[src/rtl/prod_bin2bcd_pkg.sv]
// Shared types and constants for the signed product to BCD display stage.
// Default sizes match the 8x8 Booth multiplier upstream.
package prod_bin2bcd_pkg;

  localparam int PROD_N = 8;
  localparam int W      = 2 * PROD_N;

  localparam logic [3:0] ADD3_THRESH = 4'd5;

  typedef enum logic [1:0] {
    IDLE,
    CONV,
    FINISH
  } bin2bcd_state_t;

endpackage

[src/rtl/prod_bin2bcd_digit_adj.sv]
// Double-dabble digit correction: add 3 to a BCD digit of 5 or more.
// The sum stays within 4 bits; there is no carry out of a digit.
module bcd_digit_adj
  import prod_bin2bcd_pkg::*;
(
  input  logic [3:0] d,
  output logic [3:0] q
);

  always_comb begin
    q = d;
    if (d >= ADD3_THRESH)
      q = d + 4'd3;
  end

endmodule

[src/rtl/prod_bin2bcd.sv]
// Sequential signed-binary to BCD converter for the multiplier product.
// Converts the magnitude one bit per cycle; sign/bcd only change on completion.
module prod_bin2bcd
  import prod_bin2bcd_pkg::*;
#(
  parameter int N      = 8,
  parameter int DIGITS = 5
) (
  input  logic                  clk,
  input  logic                  rst,
  input  logic                  start,
  input  logic [2*N-1:0]        Y,
  output logic                  busy,
  output logic                  done,
  output logic                  sign,
  output logic [4*DIGITS-1:0]   bcd
);

  localparam int WP = 2 * N;
  localparam int BW = 4 * DIGITS;
  localparam int CW = $clog2(WP + 1);

  bin2bcd_state_t state;

  logic [WP-1:0]    mag;
  logic             sgn;
  logic [BW-1:0]    scr;
  logic [BW-1:0]    adj;
  logic [CW-1:0]    cnt;
  logic [BW+WP-1:0] shifted;

  for (genvar g = 0; g < DIGITS; g++) begin : g_adj
    bcd_digit_adj u_adj (
      .d (scr[4*g +: 4]),
      .q (adj[4*g +: 4])
    );
  end

  assign shifted = {adj, mag} << 1;

  always_ff @(posedge clk or posedge rst) begin
    if (rst) begin
      state <= IDLE;
      mag   <= '0;
      sgn   <= 1'b0;
      scr   <= '0;
      cnt   <= '0;
      busy  <= 1'b0;
      done  <= 1'b0;
      sign  <= 1'b0;
      bcd   <= '0;
    end else begin
      unique case (state)
        IDLE: begin
          if (start) begin
            mag   <= Y[WP-1] ? (~Y + 1'b1) : Y;
            sgn   <= Y[WP-1];
            scr   <= '0;
            cnt   <= CW'(WP);
            busy  <= 1'b1;
            state <= CONV;
          end
        end
        CONV: begin
          scr <= shifted[BW+WP-1:WP];
          mag <= shifted[WP-1:0];
          cnt <= cnt - 1'b1;
          // last shift: publish the whole result at once
          if (cnt == CW'(1)) begin
            bcd   <= shifted[BW+WP-1:WP];
            sign  <= sgn;
            done  <= 1'b1;
            state <= FINISH;
          end
        end
        FINISH: begin
          busy  <= 1'b0;
          done  <= 1'b0;
          state <= IDLE;
        end
        default: state <= IDLE;
      endcase
    end
  end

endmodule

[config.mk]
export PLATFORM = sky130hd
export DESIGN_NAME = prod_bin2bcd
export DESIGN_NICKNAME = d
export VERILOG_FILES = /design/src/rtl/prod_bin2bcd_pkg.sv /design/src/rtl/prod_bin2bcd_digit_adj.sv /design/src/rtl/prod_bin2bcd.sv
export SDC_FILE = /design/constraint.sdc
export NUM_CORES = 1
export LEC_CHECK = 0
export CAP_MARGIN = 20
export CORE_MARGIN = 3
export CORE_UTILIZATION = 57
export CTS_CLUSTER_DIAMETER = 80
export DETAILED_ROUTE_END_ITERATION = 8
export DONT_BUFFER_PORTS = 1
export GPL_TIMING_DRIVEN = 1
export PLACE_DENSITY = 0.86
export SLEW_MARGIN = 20
export SYNTH_ARGS = -nofsm -noshare
export SYNTH_HDL_FRONTEND = slang
export SYNTH_HIERARCHICAL = 1
export SYNTH_SLANG_ARGS = --single-unit
[constraint.sdc]
create_clock -name clk -period 1.6 [get_ports clk]
set_input_delay 0 -clock clk [delete_from_list [all_inputs] [get_ports clk]]
set_output_delay 0 -clock clk [all_outputs]
set_load 0.05 [all_outputs]
* Word-level counts from Yosys, hierarchy flattened
Cells that the tools add are included.
** Cells by class
- Add/sub/neg operators :: 7
- $mul :: 0
- Div/mod/pow operators :: 0
- Order comparisons :: 5
- Equality and inequality tests :: 5
- Shifts and indexed selects :: 0
- Mux-type cells :: 19
- Bitwise logic cells :: 1
- Reductions and logical operators :: 10
** Operators by type and width (count)
- one-hot mux 20 bit (2 select lines) :: 1
- two-way mux 16 bit :: 2
- one-hot mux 16 bit (2 select lines) :: 1
- greater-or-equal comparator 4 x 3 -> 1 bit, second input constant :: 5
- two-way mux 20 bit :: 1
- adder 16 x 1 -> 16 bit, second input constant :: 1
- adder 4 x 2 -> 4 bit, second input constant :: 4
- two-way mux 4 bit :: 4
- NOT 16 bit :: 1
- AND reduction 2 bit :: 6
- one-hot mux 5 bit (2 select lines) :: 1
- nonzero test 2 bit :: 3
- == test 5 x 1 -> 1 bit, second input constant :: 1
- two-way mux 5 bit :: 1
- subtractor 5 x 1 -> 5 bit, second input constant :: 1
- two-way mux 2 bit :: 2
- != test 2 bit, second input constant :: 2
- one-hot mux 1 bit (2 select lines) :: 2
- one-hot mux 2 bit (2 select lines) :: 1
- adder 3 x 2 -> 3 bit, second input constant :: 1
- two-way mux 3 bit :: 1
- == test 2 x 1 -> 1 bit, second input constant :: 1
- == test 2 bit, second input constant :: 1
- zero test 2 bit :: 1
- two-way mux 1 bit :: 2
** Storage, ports and cells
- Register bits after elaboration :: 67
- Latch bits :: 0
- RAM bits :: 0
- ROM bits :: 0
- Input port bits :: 19
- Output and inout bits :: 23
- Word-level logic and storage cells :: 56
- Memories :: 0

* Longest topological paths before layout
Gate-level depths: netlist (run 1).
- Word-level depth :: 5
- Mapped depth :: 7
- Mapped depth without buffers :: 7

* Cells and area by module
The synthesis (run 1) kept the hierarchy.
** By module, submodules not included
- prod_bin2bcd :: instances 1, cells an instance 285, area each 3040.4 µm², sequential area each 1676.6 µm²
- bcd_digit_adj :: instances 5, cells an instance 16, area each 101.3 µm², sequential area each 0.0 µm²

* Worst setup path before layout (run 1)
OpenSTA, ideal clock, no wires.
- Kind :: reg-to-reg
- Start point :: register cnt[1]
- End point :: register bcd[10]
- Setup time :: 0.125 ns
- Data arrival time :: 1.518 ns
- Required time :: 1.475 ns
- Setup slack :: -0.043 ns
- Cell stages (with the launch flop) :: 7
- Path buffers :: 1
- Clock period less this slack :: 1.643 ns
- Cells stage by stage :: dfrtp_1 inv_1 ha_1 nor4b_1 nand2_1 buf_2 mux2_2
** Between the ends
- Word-level cells in the longest chain between the ends :: 2
** Ends and longest elaborated chain
- start, declared :: RTL line prod_bin2bcd.sv:29 : logic [CW-1:0] cnt;
- start signal, assigned :: RTL line prod_bin2bcd.sv:59 : cnt <= CW'(WP);
- start signal, assigned :: RTL line prod_bin2bcd.sv:67 : cnt <= cnt - 1'b1;
- == test 5 x 1 -> 1 bit :: RTL line prod_bin2bcd.sv:69 : if (cnt == CW'(1)) begin
- AND reduction 2 bit (no source line)
- end signal, assigned :: RTL line prod_bin2bcd.sv:70 : bcd <= shifted[BW+WP-1:WP];
- end, declared :: RTL line prod_bin2bcd.sv:16 : output logic [4*DIGITS-1:0] bcd
Every way passes these cells.
A chain may end at the register's enable or synchronous reset.

* Worst setup path after layout (run 1)
- Start point :: register cnt[1]
- End point :: register bcd[14]
The elaborated chain is that of the path after synthesis.

==> impl_metrics.ini, run 1 <==
[run_status]
outcome = finished clean

[grt]
grt_pass1_wl_mm = 13.18
grtUsageTotal_pct = 23.05
grt_max_degree = 68
grt_overflow = 0
grt_pass1_vias = 2804
antenna_found_initial = 0

[synth]
syn_inst = 361
syn_nets = 393
yosysWarnings = 6
syn_area_mm2 = 0.003527
avgSynthCellArea_um2 = 9.770

[routing]
routed-via-count = 2722
detail_route.wl_per_cell_um = 16.70
vias_per_cell = 5.743
highest_layer = met4
antenna_left = 0
drt_drc_violations_left = 0
wl_mm = 7.918
met2_length_mm = 4.244
route.met3.wl_um = 395
drtIter0Drc = 132
dr.pass1.iters = 4
wl_met1_mm = 3.149

[critical_path]
crit_chain = inv_2, ha_1, nor4b_4, nand2_2, buf_12, mux2_4
critical_path.endpoint = bcd[14]$_DFFE_PP0P_
arrival_ps = 1790
timing.rr.end = bcd[14]$_DFFE_PP0P_
r2r-start = cnt[1]$_DFFE_PP0P_
path_max_fanout = 18
cpPeakStageDelay_ps = 410
worstSetupStartpoint = cnt[1]$_DFFE_PP0P_
r2r_setup_slack_ps = 30
path_class = register to register
start_kind = register
r2r_cells = 6
crit_required_ps = 1830
crit_slowest_cell = dfrtp_1
end_kind = register

[die]
rows = 28
core_area_mm2 = 0.005956
dieArea_mm2 = 0.007168
die_w_um = 84.67
die_h_um = 84.67
start_util_pct = 59.22
io-pin-count = 42

[power]
internal_power_mw = 5.369
p_sw_share_pct = 42.54
ir_worst_vdd_mv = 1.108
p_seq_share_pct = 40.8
cellPowerDensity_mw_per_mm2 = 2171
power_frac_comb_pct = 37.8
p_sw_mw = 3.975
clkPwrFrac_pct = 21.4
power_mw = 9.345
p_leak_nw = 2.023

[sta]
setup_viol = 0
skew_ps = 6.147
drv_slew = 0
grt_setup_unrepaired = yes
slew_headroom_pct = 63.53
timing.fmax_mhz = 637.9
timing.hold.ws_ps = 5.956
finalHoldViolations = 0
postLayoutSetupSlackWorst_ps = 32.47
timing.final.crit_share_pct = 97.97
tightestPinTransition_ps = 547.0
min_period_ps = 1568

[finish]
seq_area_mm2 = 0.001679
fin_nets = 426
nFillCells = 433
stdcell_count = 474
syn_to_final_growth_pct = 22.03
fin_area_mm2 = 0.004304
drive_above_1_share_pct = 22.06
multi_input_area_mm2 = 0.001789
diodes = 0

[clock_tree]
ctsHtreeMaxLevel = 3
cts_sinks = 67
root_buffer = clkbuf_8
clockBufferDepth = 2
clk_latency_ps = 340
cts_tree = built
cts_made_buffers = 9
path_clk_slew_ps = 70

[min_path]
hold_path_class = primary input to register

[run]
maxCapViolCount = 0

[placement]
gp_congestion = 0.8030
portBuffers = 0
dp_worst_setup_slack_ps = -6.093
hpwl_mm = 5.116
dp.cells = 437
placed_cell_area_mm2 = 0.003722
-- stage by stage --
step	util, %	setup TNS, ps
2_1_floorplan	-	0
3_3_place_gp	62.50	0
3_5_place_dp	62.50	-6.093
4_1_cts	70.67	0
5_1_grt	72.27	-250.8
6_report	72.27	0
-- worst min-delay path by stage --
stage	start	to	cells past startpoint
floorplan	Y[10]	mag[10]$_DFFE_PP0P_	2
global placement	rst	scr[15]$_DFFE_PP0P_	2
detailed placement	rst	bcd[15]$_DFFE_PP0P_	2
CTS	Y[15]	mag[12]$_DFFE_PP0P_	3
global route	Y[15]	mag[5]$_DFFE_PP0P_	3
finish	Y[15]	mag[5]$_DFFE_PP0P_	3
-- sequential cells by signal, summed over array words and instances, names as in the netlist --
name and cells:
bcd 20, busy 1, cnt 5, done 1
mag 16, scr 20, sgn 1, sign 1
state 2
-- power groups by stage --
stage / combinational, mW / clock (mW) / sequential [mW]
after floorplan: 2.31 / 0 / 3.76
after global placement: 3.00 / 0 / 3.76
after detailed placement: 3.20 / 0 / 3.80
after CTS: 3.29 / 2.03 / 3.78
after global routing: 3.96 / 2.10 / 3.92
final: 3.54 / 2.00 / 3.81
-- critical path: cells and delay by family, from the launching register on --
kind	cells	cell delay, ps
muxes	1	300
buffers and inverters	2	240
adders and majority gates	1	140
and+or+nand+nor	2	360
DFF	1	410
-- cells in the final DEF, fill, tap and decap left out, drive strengths merged, types with 2 or more instances in the layout --
cell type and n:
dfrtp 67, nand2b 10, xor2 6, clkinv 2, o21ai 24, or3b 2, bufinv 5, a21oi 9
nor2 12, nand3 27, nor3 3, nor4 3, mux2 21, ha 13, buf 21, o211ai 6
or4 4, o31ai 2, nor2b 4, xnor2 6, inv 17, a22oi 13, clkbuf 9, dlygate4sd3 18
mux2i 11, nor4b 3, nand2 73
-- timing repair --
| action | 4_1_cts | 5_1_grt |
|---|---|---|
| gates resized for setup | 1 | 23 |
| pin swaps | 1 | 5 |
| hold buffers | 19 | 0 |
| endpoints found under the hold margin | 85 | 0 |
| setup endpoints to repair | 4 | 28 |
| buffers inserted | 0 | 2 |
-- per-layer routing --
metal | vias up | track usage [%]
met1 | 1328 | 28.47
met5 | - | 0
met4 | 0 | 7.770
li1 | 1315 | -
met3 | 11 | 5.692
met2 | 68 | 39.50
-- final cells by class --
type | count | area share, %
Clock inverter | 7 | 3.808
Timing Repair Buffer | 40 | 8.895
Tap cell | 75 | 2.180
Sequential cell | 67 | 39.01
Clock buffer | 9 | 2.878
Multi-Input combinational cell | 258 | 41.57
Inverter | 18 | 1.657
Note: power is estimated with default switching activity, not from simulation.
==> run 2, diff against run 1 <==
--- a/config.mk
+++ b/config.mk
@@ -14,4 +14,5 @@
 export GPL_TIMING_DRIVEN = 1
 export PLACE_DENSITY = 0.86
+export RECOVER_POWER = 100
 export SLEW_MARGIN = 20
 export SYNTH_ARGS = -nofsm -noshare
==> constraint.sdc (replaced) <==
create_clock -name clk -period 1.6 [get_ports clk]
set_input_delay 0.16 -clock clk [delete_from_list [all_inputs] [get_ports clk]]
set_output_delay 0.16 -clock clk [all_outputs]
set_load 0.05 [all_outputs]
==> run 2 against run 1 <==
The run now ends with negative setup slack left. Utilization down 2.6 points. Worst setup slack got worse by 46 ps. Design area down 3.6%. Critical path depth stayed put. Clock-buffer cell count rose by 5. Largest power group is now combinational cells. Sequential share of layout area rose by 1.5 points. Routed wire length fell by 3.3%. Maximum frequency down 2.9%. First-iteration DRC count up 5.3%. Die area did not move.
==> impl_metrics.ini, run 2 (same netlist as run 1, synthesis figures left out) <==
[run_status]
outcome = finished, violations left
violations = negative setup slack

[critical_path]
end_kind = register
crit_chain = inv_2, ha_4, nor4b_4, nand2_4, buf_8, mux2_4
start_kind = register
arrival_ps = 1830
r2r_setup_slack_ps = -10
path_max_fanout = 11
r2r-start = cnt[1]$_DFFE_PP0P_
cpPeakStageDelay_ps = 410
worstSetupStartpoint = cnt[1]$_DFFE_PP0P_
path_class = register to register
crit_required_ps = 1820
crit_slowest_cell = dfrtp_1

[sta]
timing.hold.ws_ps = 23.50
finalHoldViolations = 0
min_period_ps = 1614
grt_setup_unrepaired = yes
setup_viol = 1
timing.fmax_mhz = 619.6
timing.final.crit_share_pct = 100.9
skew_ps = 7.044
postLayoutSetupSlackWorst_ps = -13.93
slew_headroom_pct = 41.01
drv_slew = 0
tightestPinTransition_ps = 884.8

[placement]
dp.cells = 442
gp_congestion = 0.8520
hpwl_mm = 4.659
portBuffers = 0

[clock_tree]
clockBufferDepth = 2
path_clk_slew_ps = 60
ctsHtreeMaxLevel = 3
cts_sinks = 67
cts_tree = built
root_buffer = clkbuf_8
cts_made_buffers = 9
clk_latency_ps = 340

[grt]
met2_usage_pct = 35.94
grt_max_degree = 68
use_met1_pct = 24.92
grt-busiest-layer = met2
grt_pass1_wl_mm = 12.22
antenna_found_initial = 0
grtUsageTotal_pct = 21.04
grt_overflow = 0
grt.met3_usage_pct = 6.084
grt_pass1_vias = 2756

[routing]
antenna_left = 0
detail_route.wl_per_cell_um = 16.29
drtIter0Drc = 139
routed-via-count = 2734
vias_per_cell = 5.817
dr.pass1.iters = 4
wl_mm = 7.656
drt_drc_violations_left = 0

[die]
dieArea_mm2 = 0.007168
io-pin-count = 42
core_area_mm2 = 0.005956
die_h_um = 84.67
die_w_um = 84.67
rows = 28
start_util_pct = 59.22

[finish]
largestRegisters = bcd x20, scr x20, mag x16
diodes = 0
fin_nets = 422
syn_to_final_growth_pct = 17.67
final_common_cell = nand2_1
final_cell_mix = nand2_1, dfrtp_1, nand3_1
stdcell_count = 470
nFillCells = 440
drive_above_1_share_pct = 22.03

[run]
maxCapViolCount = 0

[power]
power_mw = 8.680
cellPowerDensity_mw_per_mm2 = 2092
ir_worst_vdd_mv = 1.118
p_leak_nw = 1.928

[min_path]
hp-start = Y[4]
hold_path_class = primary input to register
==> run 2: cell types whose count changed in the layout (fill, tap and decap cells not counted), moves of 3 or more <==
cell	previous run	this run
bufinv_16	5	0
clkbuf_1	0	11
dlygate4sd3_1	18	10
buf_4	17	14
==> run 2: power breakdown <==
part           switching, mW  total [mW]  leakage (nW)  internal (mW)
sequential              1.20        3.65         0.834           2.45
combinational           2.21        3.80          1.00           1.59
clock                  0.589        1.23        0.0905          0.644
==> run 2: worst paths after layout <==
check                                 endpoint  cells past startpoint
max in group asynchronous   scr[0]$_DFFE_PP0P_                      3
setup reg to reg           bcd[14]$_DFFE_PP0P_                      6
hold / removal              mag[4]$_DFFE_PP0P_                      2
min in group asynchronous  bcd[15]$_DFFE_PP0P_                      3
hold reg to reg                sgn$_DFFE_PP0P_                      2
setup / recovery           bcd[14]$_DFFE_PP0P_                      6
==> run 2: metal layers <==
metal  vias to the layer above  share of wire (%)
li1                       1298                  -
met1                      1352                 41
met2                        72                 53
met3                        12                4.5
met4                         0                1.6
met5                         -                  0
==> run 2: worst max-delay path, delay by kind of cell (launching register included) <==
| family | cells | cell delay (ps) |
|---|---|---|
| mux | 1 | 300 |
| simple gates | 2 | 410 |
| flops | 1 | 410 |
| buf+inv | 2 | 260 |
| fa+ha+maj | 1 | 120 |
==> run 2: timing repair <==
item / in CTS / in global routing
hold endpoints to repair: 76 / 0
setup endpoints to repair: 3 / 26
hold buffers: 10 / 0
gates resized for setup: 0 / 33
pin swaps: 0 / 4
gates cloned: 0 / 1
buffers inserted: 0 / 1
==> run 2: stage by stage <==
stage | setup TNS (ps) | area (µm²) | utilization, % | setup slack, ps
5_1_grt | -1122 | 4150 | 69.68 | -79.80
3_3_place_gp | 0 | 3750 | 62.96 | 45.86
3_5_place_dp | 0 | 3750 | 62.96 | 8.420
6_report | -13.93 | 4150 | 69.68 | -13.93
2_1_floorplan | 0 | 3546 | - | 21.94
4_1_cts | -4.349 | 4023 | 67.54 | -3.311
==> run 2: area by class of cell <==
type | count | area [µm²] | share of cell area (%)
clock inverters | 2 | 10.01 | 0.2412
clock buffers | 14 | 162.7 | 3.919
repair buffers | 36 | 297.8 | 7.175
flip-flops and latches | 67 | 1680 | 40.49
inverters | 18 | 71.32 | 1.718
multi-input cells | 258 | 1834 | 44.20
well taps | 75 | 93.84 | 2.261
==> run 3, diff against run 2 <==
CORE_MARGIN = 1   (was 3)
==> run 3 against run 2 <==
The run now ends clean. Clock-buffer cell count shrank 1. Largest power group is now sequential cells. Hold slack lost 12 ps. Worst setup slack gained 74 ps. Maximum frequency grew 4.8%. Largest cell class unchanged. Sequential share of layout area grew 1.4 points. Critical endpoint is now bcd[10]$_DFFE_PP0P_. First-iteration DRC count grew 27%. Sequential cell count is the same.
==> impl_metrics.ini, run 3 (same netlist as run 1, synthesis figures left out) <==
[sta]
timing.final.crit_share_pct = 96.24
postLayoutSetupSlackWorst_ps = 60.13
tightestPinTransition_ps = 888.8
skew_ps = 8.274
setup_viol = 0
timing.hold.ws_ps = 11.50
drv_slew = 0
slew_headroom_pct = 40.75
finalHoldViolations = 0
timing.fmax_mhz = 649.4
min_period_ps = 1540
grt_setup_unrepaired = yes

[clock_tree]
cts_tree = built
root_buffer = clkbuf_8
cts_sinks = 67
clockBufferDepth = 2
path_clk_slew_ps = 70
clk_latency_ps = 350
ctsHtreeMaxLevel = 3
cts_made_buffers = 9

[die]
dieArea_mm2 = 0.006507
die_w_um = 80.67
core_area_mm2 = 0.005956
die_h_um = 80.67
rows = 28
io-pin-count = 42
start_util_pct = 59.22

[run_status]
outcome = finished clean

[routing]
drt_drc_violations_left = 0
drtIter0Drc = 176
detail_route.wl_per_cell_um = 14.97
dr.pass1.iters = 4
routed-via-count = 2667
vias_per_cell = 5.773
antenna_left = 0
wl_mm = 6.914

[critical_path]
crit_chain = inv_1, ha_1, nand2b_1, a21oi_2, mux2i_1, mux2_2
end_kind = register
start_kind = register
crit_slowest_cell = dfrtp_1
r2r_setup_slack_ps = 60
path_class = register to register
arrival_ps = 1830
cpPeakStageDelay_ps = 380
crit_required_ps = 1890
path_max_fanout = 3

[grt]
antenna_found_initial = 0
grt_overflow = 0
grt_pass1_vias = 2747
grt_max_degree = 68
grt_pass1_wl_mm = 11.90
grtUsageTotal_pct = 24.27

[finish]
seq_area_mm2 = 0.001678
nFillCells = 454
largestRegisters = bcd x20, scr x20, mag x16
final_common_cell = nand2_1
diodes = 0
syn_to_final_growth_pct = 13.69
final_cell_mix = nand2_1, dfrtp_1, nand3_1
multi_input_area_mm2 = 0.001740
drive_above_1_share_pct = 18.35
fin_nets = 415

[min_path]
hold_path_class = primary input to register

[power]
power_mw = 8.365
p_leak_nw = 1.881
cellPowerDensity_mw_per_mm2 = 2086
ir_worst_vdd_mv = 0.9624

[placement]
dp_worst_setup_slack_ps = -15.00
portBuffers = 0
gp_congestion = 0.8099
hpwl_mm = 4.698

[run]
maxCapViolCount = 0
run 3: where the power goes:
group / switching, mW / internal, mW / leakage, nW
clock network: 0.600 / 0.795 / 0.0995
logic: 1.84 / 1.38 / 0.945
registers: 1.31 / 2.44 / 0.837
total: 3.74 / 4.62 / 1.88
run 3: critical path, delay by kind of cell (launching register included):
family                   cells  cell delay, ps
multiplexers                 2             470
flip-flops                   1             380
AND/OR/NAND/NOR              1             160
buffers and inverters        1              90
AO/OA/AOI/OAI                1             200
adder cells (fa/ha/maj)      1             180
run 3: worst paths after layout:
| kind | from | end | depth (start not counted) |
|---|---|---|---|
| worst min register to register | sgn$_DFFE_PP0P_ | sgn$_DFFE_PP0P_ | 2 |
| worst min-delay path | Y[3] | mag[3]$_DFFE_PP0P_ | 2 |
| max in group asynchronous | rst | scr[0]$_DFFE_PP0P_ | 3 |
| min in group asynchronous | rst | scr[15]$_DFFE_PP0P_ | 3 |
| worst max register to register | scr[9]$_DFFE_PP0P_ | bcd[10]$_DFFE_PP0P_ | 6 |
| worst max-delay path | scr[9]$_DFFE_PP0P_ | bcd[10]$_DFFE_PP0P_ | 6 |
run 3: repair_timing:
item	4_1_cts	5_1_grt
endpoints found under the hold margin	74	0
setup buffers	0	1
pin swaps	1	5
hold buffers	8	0
resized for setup	1	8
setup endpoints to repair	20	31
run 3: layout make-up:
cell class / count / share of cell area, %
Multi-Input combinational cell: 258 / 43.40
Tap cell: 75 / 2.340
Timing Repair Buffer: 29 / 5.803
Clock buffer: 13 / 3.963
Inverter: 18 / 1.778
Clock inverter: 2 / 0.8736
Sequential cell: 67 / 41.84
run 3: per-layer routing:
metal / part of all wire [%] / track usage, %
met1: 43 / 28.20
met2: 51 / 41.86
met3: 3.2 / 5.341
met4: 2.2 / 12.14
met5: 0 / 0
run 3: through the flow:
stage | utilization (%) | TNS (ps) | cells | cell area, µm²
floorplan | - | 0 | 361 | 3546
global placement | 62.67 | 0 | 438 | 3732
detailed placement | 62.67 | -25.53 | 438 | 3732
CTS | 67.42 | 0 | 461 | 4015
global route | 67.33 | -27.41 | 462 | 4010
finish | 67.33 | 0 | 462 | 4010
